$ cat src/rtl/edge_generator.sv
// -----------------------------------------------------------------------------
// edge_generator
//
// Converts single-cycle event strobes into edges on a level signal. This is the
// inverse of an edge detector. Every transition is held stable for at least
// p_HOLD cycles, so a downstream detector or a slow receiver sees every edge.
// Events that arrive during a hold are queued in a saturating pending counter.
//
// Modes:
//   p_RISE_ONLY = 0 : each event toggles o_signal            (IDLE, HOLD)
//   p_RISE_ONLY = 1 : each event emits one high pulse         (IDLE, HIGH, LOW)
//
// Ports:
//   i_clk       clock, all logic on the rising edge
//   i_rst_n     asynchronous active-low reset
//   i_event     event strobe; every high cycle is one event
//   i_clear     synchronous flush of pending count and overflow flag
//   o_signal    generated level signal (registered)
//   o_busy      high while a hold / pulse phase is in progress (registered)
//   o_pending   number of queued events (registered)
//   o_overflow  sticky: an event was dropped because the queue was full
// -----------------------------------------------------------------------------
module edge_generator #(
  parameter int unsigned p_RISE_ONLY  = 32'd0,
  parameter int unsigned p_HOLD       = 32'd2,
  parameter int unsigned p_PEND_WIDTH = 32'd4,
  parameter logic        p_IDLE_LEVEL = 1'b0
) (
  input  logic                    i_clk,
  input  logic                    i_rst_n,
  input  logic                    i_event,
  input  logic                    i_clear,
  output logic                    o_signal,
  output logic                    o_busy,
  output logic [p_PEND_WIDTH-1:0] o_pending,
  output logic                    o_overflow
);

  // The hold counter counts down from p_HOLD-1 to 0, so it only needs to
  // represent p_HOLD-1.
  localparam int unsigned LP_CNT_W = (p_HOLD > 32'd1) ? $clog2(p_HOLD) : 32'd1;

  typedef logic [LP_CNT_W-1:0]     cnt_t;
  typedef logic [p_PEND_WIDTH-1:0] pend_t;

  localparam cnt_t  LP_CNT_RELOAD = cnt_t'(p_HOLD - 32'd1);
  localparam cnt_t  LP_CNT_ZERO   = cnt_t'(32'd0);
  localparam cnt_t  LP_CNT_ONE    = cnt_t'(32'd1);
  localparam pend_t LP_PEND_ZERO  = pend_t'(32'd0);
  localparam pend_t LP_PEND_ONE   = pend_t'(32'd1);
  localparam pend_t LP_PEND_MAX   = {p_PEND_WIDTH{1'b1}};

  typedef enum logic [1:0] {
    ST_IDLE = 2'd0,
    ST_HOLD = 2'd1,
    ST_HIGH = 2'd2,
    ST_LOW  = 2'd3
  } state_t;

  state_t state_r, state_s;
  cnt_t   cnt_r,   cnt_s;
  logic   signal_r, signal_s;
  logic   busy_r,   busy_s;
  pend_t  pend_r,   pend_s;
  logic   ovf_r,    ovf_s;

  logic   req_s;
  logic   take_s;
  logic   hold_done_s;

  // State, counter and output registers.
  always_ff @(posedge i_clk or negedge i_rst_n) begin
    if (!i_rst_n) begin
      state_r  <= ST_IDLE;
      cnt_r    <= LP_CNT_ZERO;
      signal_r <= p_IDLE_LEVEL;
      busy_r   <= 1'b0;
      pend_r   <= LP_PEND_ZERO;
      ovf_r    <= 1'b0;
    end else begin
      state_r  <= state_s;
      cnt_r    <= cnt_s;
      signal_r <= signal_s;
      busy_r   <= busy_s;
      pend_r   <= pend_s;
      ovf_r    <= ovf_s;
    end
  end

  // Next-state, transition and pending-queue logic.
  always_comb begin
    state_s     = state_r;
    cnt_s       = cnt_r;
    signal_s    = signal_r;
    pend_s      = pend_r;
    ovf_s       = ovf_r;
    take_s      = 1'b0;
    hold_done_s = (cnt_r == LP_CNT_ZERO);
    // A clear flushes the queue and discards the same-cycle event, so neither
    // may start a new transition in that cycle.
    req_s       = !i_clear && (i_event || (pend_r != LP_PEND_ZERO));

    case (state_r)
      ST_IDLE: begin
        if (req_s) begin
          take_s = 1'b1;
        end else begin
          state_s = ST_IDLE;
        end
      end
      ST_HOLD, ST_LOW: begin
        if (hold_done_s) begin
          if (req_s) begin
            // Back-to-back transition with no idle cycle in between.
            take_s = 1'b1;
          end else begin
            state_s = ST_IDLE;
          end
        end else begin
          cnt_s = cnt_r - LP_CNT_ONE;
        end
      end
      ST_HIGH: begin
        // A started pulse always falls, regardless of clear or new events.
        if (hold_done_s) begin
          signal_s = p_IDLE_LEVEL;
          state_s  = ST_LOW;
          cnt_s    = LP_CNT_RELOAD;
        end else begin
          cnt_s = cnt_r - LP_CNT_ONE;
        end
      end
      default: begin
        state_s  = ST_IDLE;
        signal_s = p_IDLE_LEVEL;
        cnt_s    = LP_CNT_ZERO;
      end
    endcase

    if (take_s) begin
      cnt_s = LP_CNT_RELOAD;
      if (p_RISE_ONLY != 32'd0) begin
        signal_s = ~p_IDLE_LEVEL;
        state_s  = ST_HIGH;
      end else begin
        signal_s = ~signal_r;
        state_s  = ST_HOLD;
      end
    end else begin
      cnt_s = cnt_s;
    end

    // Pending events are consumed before the current-cycle event: with both
    // present the count is unchanged (one out, one in).
    if (i_clear) begin
      pend_s = LP_PEND_ZERO;
      ovf_s  = 1'b0;
    end else if (take_s) begin
      if ((pend_r != LP_PEND_ZERO) && !i_event) begin
        pend_s = pend_r - LP_PEND_ONE;
      end else begin
        pend_s = pend_r;
      end
    end else if (i_event) begin
      if (pend_r == LP_PEND_MAX) begin
        ovf_s = 1'b1;
      end else begin
        pend_s = pend_r + LP_PEND_ONE;
      end
    end else begin
      pend_s = pend_r;
    end

    busy_s = (state_s != ST_IDLE);
  end

  assign o_signal   = signal_r;
  assign o_busy     = busy_r;
  assign o_pending  = pend_r;
  assign o_overflow = ovf_r;

endmodule
$ cat config.mk
export PLATFORM = sky130hd
export DESIGN_NAME = edge_generator
export DESIGN_NICKNAME = d
export VERILOG_FILES = /design/src/rtl/edge_generator.sv
export SDC_FILE = /design/constraint.sdc
export NUM_CORES = 1
export LEC_CHECK = 0
export ABC_AREA = 1
export BUFFER_PORTS_ARGS = -buffer_cell sky130_fd_sc_hd__buf_2
export CORE_AREA = 2 2 39 41
export DETAILED_ROUTE_END_ITERATION = 12
export DIE_AREA = 0 0 41 43
export PLACE_DENSITY = 0.68
export RECOVER_POWER = 50
export SLEW_MARGIN = 20
export SYNTH_ARGS = -nofsm -noshare
export SYNTH_HDL_FRONTEND = slang
export SYNTH_SLANG_ARGS = --single-unit
export TNS_END_PERCENT = 30
$ cat constraint.sdc
create_clock -name i_clk -period 6.1 [get_ports i_clk]
set_clock_uncertainty 0.15 [all_clocks]
set_input_delay 1.22 -clock i_clk [delete_from_list [all_inputs] [get_ports i_clk]]
set_output_delay 1.22 -clock i_clk [all_outputs]
set_load 0.02 [all_outputs]
==> run_results.csv <==
group,metric,value,unit
global_route,met2_usage,0.244,
logic_synthesis,synth_cell_types,21,
setup_path,crit_fanout,5,
floorplan,rows,14,
setup_path,required,6.11,ns
floorplan,initial_core_util,0.448,
logic_synthesis,syn_area,621,um2
cts,cts.htree.levels,1,
floorplan,die_h,43,um
pwr,finalPower,352,uW
logic_synthesis,synthTopCellsByArea,"dfrtp_1 (40%), nand2_1 (12%), inv_1 (4.8%)",
place,routabilityCongestion,0.652,
pwr,leakagePower,0.000376,uW
logic_synthesis,ys_warn_count,0,
job,maxCapViolCount,0,
drt,wirelength,1160,um
floorplan,coreArea,0.00138,mm2
timing,setup-violations-final,0,
cts,cts.path.max_buffers,2,
logic_synthesis,yosysSeqAreaShare,0.403,
global_route,grt_use_total,0.159,
timing,max_freq,341,MHz
timing,period_minus_slack,2.93,ns
setup_path,path_buf_inv,3,
logic_synthesis,synthesis.nets,80,
cts,cts_sinks,10,
global_route,grt_max_degree,11,
global_route,grt_overflow,0,
floorplan,die_area,0.00176,mm2
cts,cts_root_buf,"clkbuf_4",
global_route,grt_pass1_vias,459,
global_route,antenna_found_initial,0,
finish,nets,95,
setup_path,critical_path_class,"input port to flop",
cts,cts-buffers-inserted,3,
logic_synthesis,syn-instance-count,73,
setup_path,worstSetupEndpointType,"flop",
finish,layout.cells.non_filler,102,
finish,syn_to_final_growth,12.5,%
finish,layout_common_cells,"nand2_1 (20), dfrtp_1 (10), inv_1 (8), buf_2 (8), nand3_1 (6)",
place,io_buffers,10,
drt,dr.pass1.iters,2,
global_route,grtUsageMet3,0.0471,
logic_synthesis,syn_area_per_cell,8.50,um2
timing,slew_headroom,0.625,
finish,final_common_cell,"nand2_1",
cts,cts.repair.resized,0,
drt,vias_per_cell,5.04,
cts,cts.reportedPaths.clkPinSlew,0.07,ns
drt,drt-initial-drc-count,5,
finish,fillers,142,
finish,antenna_cells,0,
drt,ant_nets,0,
cts,cts_tree,"yes",
logic_synthesis,synth_top_cell_by_area,"dfrtp_1",
global_route,grt_pass1_wl,1840,um
global_route,grt_busiest_layer,"met2",
timing,slew_viol_final,0,
timing,hold_viol_final,0,
place,dp_cells,99,
timing,fin_tns_setup,0,ns
floorplan,io-pin-count,11,
setup_path,path_common_cell,"nand2_1",
timing,rsz0062_at_grt,"false",
timing,post-route-period-util,0.481,
setup_path,cp_slowest_cell,"ha_1",
setup_path,worstPathArrival,2.94,ns
place,place_hpwl,889,um
global_route,grt_use_met1,0.191,
drt,num_vias,514,
setup_path,startpoint_type,"input port",
setup_path,max_stage_delay,0.35,ns
floorplan,fp.dieW,41,um
logic_synthesis,ys_ff_latch,10,
cts,clk_latency,0.26,ns
setup_path,crit_chain,"clkbuf_1 -> inv_1 -> nand3_1 -> inv_2 -> ha_1 -> a21oi_1 -> nand2_1 -> nand2_1 -> nand2_1 -> nand2_1 -> nand2_1 -> nand2_1 -> nand2_1",
cts,postCtsHoldBufs,0,
pwr,cellPowerDensity,504,mW/mm2
drt,wl_per_cell,11.4,um
pwr,irDropWorstVdd,296,uV
finish,drive_gt1_frac,0.279,
drt,drc,0,
min_path,hold_class,"flop to flop",
cts,postCtsSetupRepairBufs,0,
run_status,status,"finished, final reports clean",
setup_path,critical-path-top-delay-family,"simple AND/OR/NAND/NOR gates",
logic_synthesis,synth_top_area_frac,0.403,
timing,worst_pin_slew,0.562,ns
-- cell usage after synthesis --
master / number
ha_1: 2
o31ai_1: 2
nand3b_1: 1
inv_1: 8
nand2_2: 2
inv_2: 2
fa_1: 1
dfrtp_1: 10
nand2_1: 20
nand2_4: 2
nand3_2: 2
xor2_1: 1
nand3_4: 1
nor2_2: 2
nand3_1: 5
o21ai_1: 1
a21oi_1: 3
a21oi_2: 2
o21ai_0: 2
o31ai_2: 1
nor2_1: 3
-- registers in the layout (all words and copies together), names as in the netlist --
| register | count |
|---|---|
| o_pending | 4 |
| o_signal | 1 |
| o_overflow | 1 |
| state_r | 2 |
| o_busy | 1 |
| cnt_r | 1 |
-- metrics by stage --
stage	area (um2)	util	hold slack (ns)	setup slack, ns
final	698	0.505	0.339	3.17
after global placement	691	0.499	0.334	3.18
after CTS	713	0.515	0.341	3.40
after floorplan	621	-	0.344	3.47
after global routing	698	0.505	0.366	3.04
after detailed placement	691	0.499	0.330	3.13
-- power breakdown --
part	leakage [uW]	internal, uW	switching (uW)
sequential	0.000126	91.1	29.9
combinational	0.000236	67.1	119
clock	0.0000138	22.7	22.2
-- cell type report --
type                            instances  area, um2  area share
Sequential cell                        10        250       0.358
Inverter                               10       37.5      0.0538
Timing Repair Buffer                   10       47.5      0.0681
Clock buffer                            3       22.5      0.0323
Multi-Input combinational cell         53        320       0.459
Tap cell                               16       20.0      0.0287
-- kinds of logic (layout without fill, tap and decap cells) --
| kind of cell | Yosys count | after routing | synth area share |
|---|---|---|---|
| and+or+nand+nor | 38 | 38 | 0.329 |
| AOI/OAI and AO/OA | 11 | 11 | 0.121 |
| DFF | 10 | 10 | 0.403 |
| buffers and inverters | 10 | 23 | 0.0605 |
| adders and majority gates | 3 | 3 | 0.0726 |
| xor gates and xnor gates | 1 | 1 | 0.0141 |
-- path summary, 6_finish.rpt --
path | endpoint | depth (start not counted) | start | slack (ns)
max reg2reg | o_pending[3]$_DFFE_PN0P_ | 13 | o_pending[0]$_DFFE_PN0P_ | 3.79
max in group asynchronous | o_signal$_DFFE_PN0P_ | 1 | i_rst_n | 4.66
min reg2reg | o_overflow$_DFFE_PN0P_ | 2 | o_overflow$_DFFE_PN0P_ | 0.34
min in group asynchronous | cnt_r$_DFFE_PN0P_ | 1 | i_rst_n | 0.77
min | o_overflow$_DFFE_PN0P_ | 2 | o_overflow$_DFFE_PN0P_ | 0.34
max | o_pending[3]$_DFFE_PN0P_ | 13 | i_clear | 3.17
-- worst reg2reg max path, delay by kind of cell (launching register included) --
family,cells,cell delay [ns]
DFF,1,0.47
buffers and inverters,1,0.13
adders and majority gates,1,0.35
AOI/OAI and AO/OA,1,0.20
and+or+nand+nor,10,0.91
-- layer usage --
layer / up-vias / wire length, um
li1: 265 / -
met1: 236 / 554
met2: 9 / 532
met3: 4 / 42
met4: 0 / 28
met5: - / 0
(Power assumes the default switching activity.)
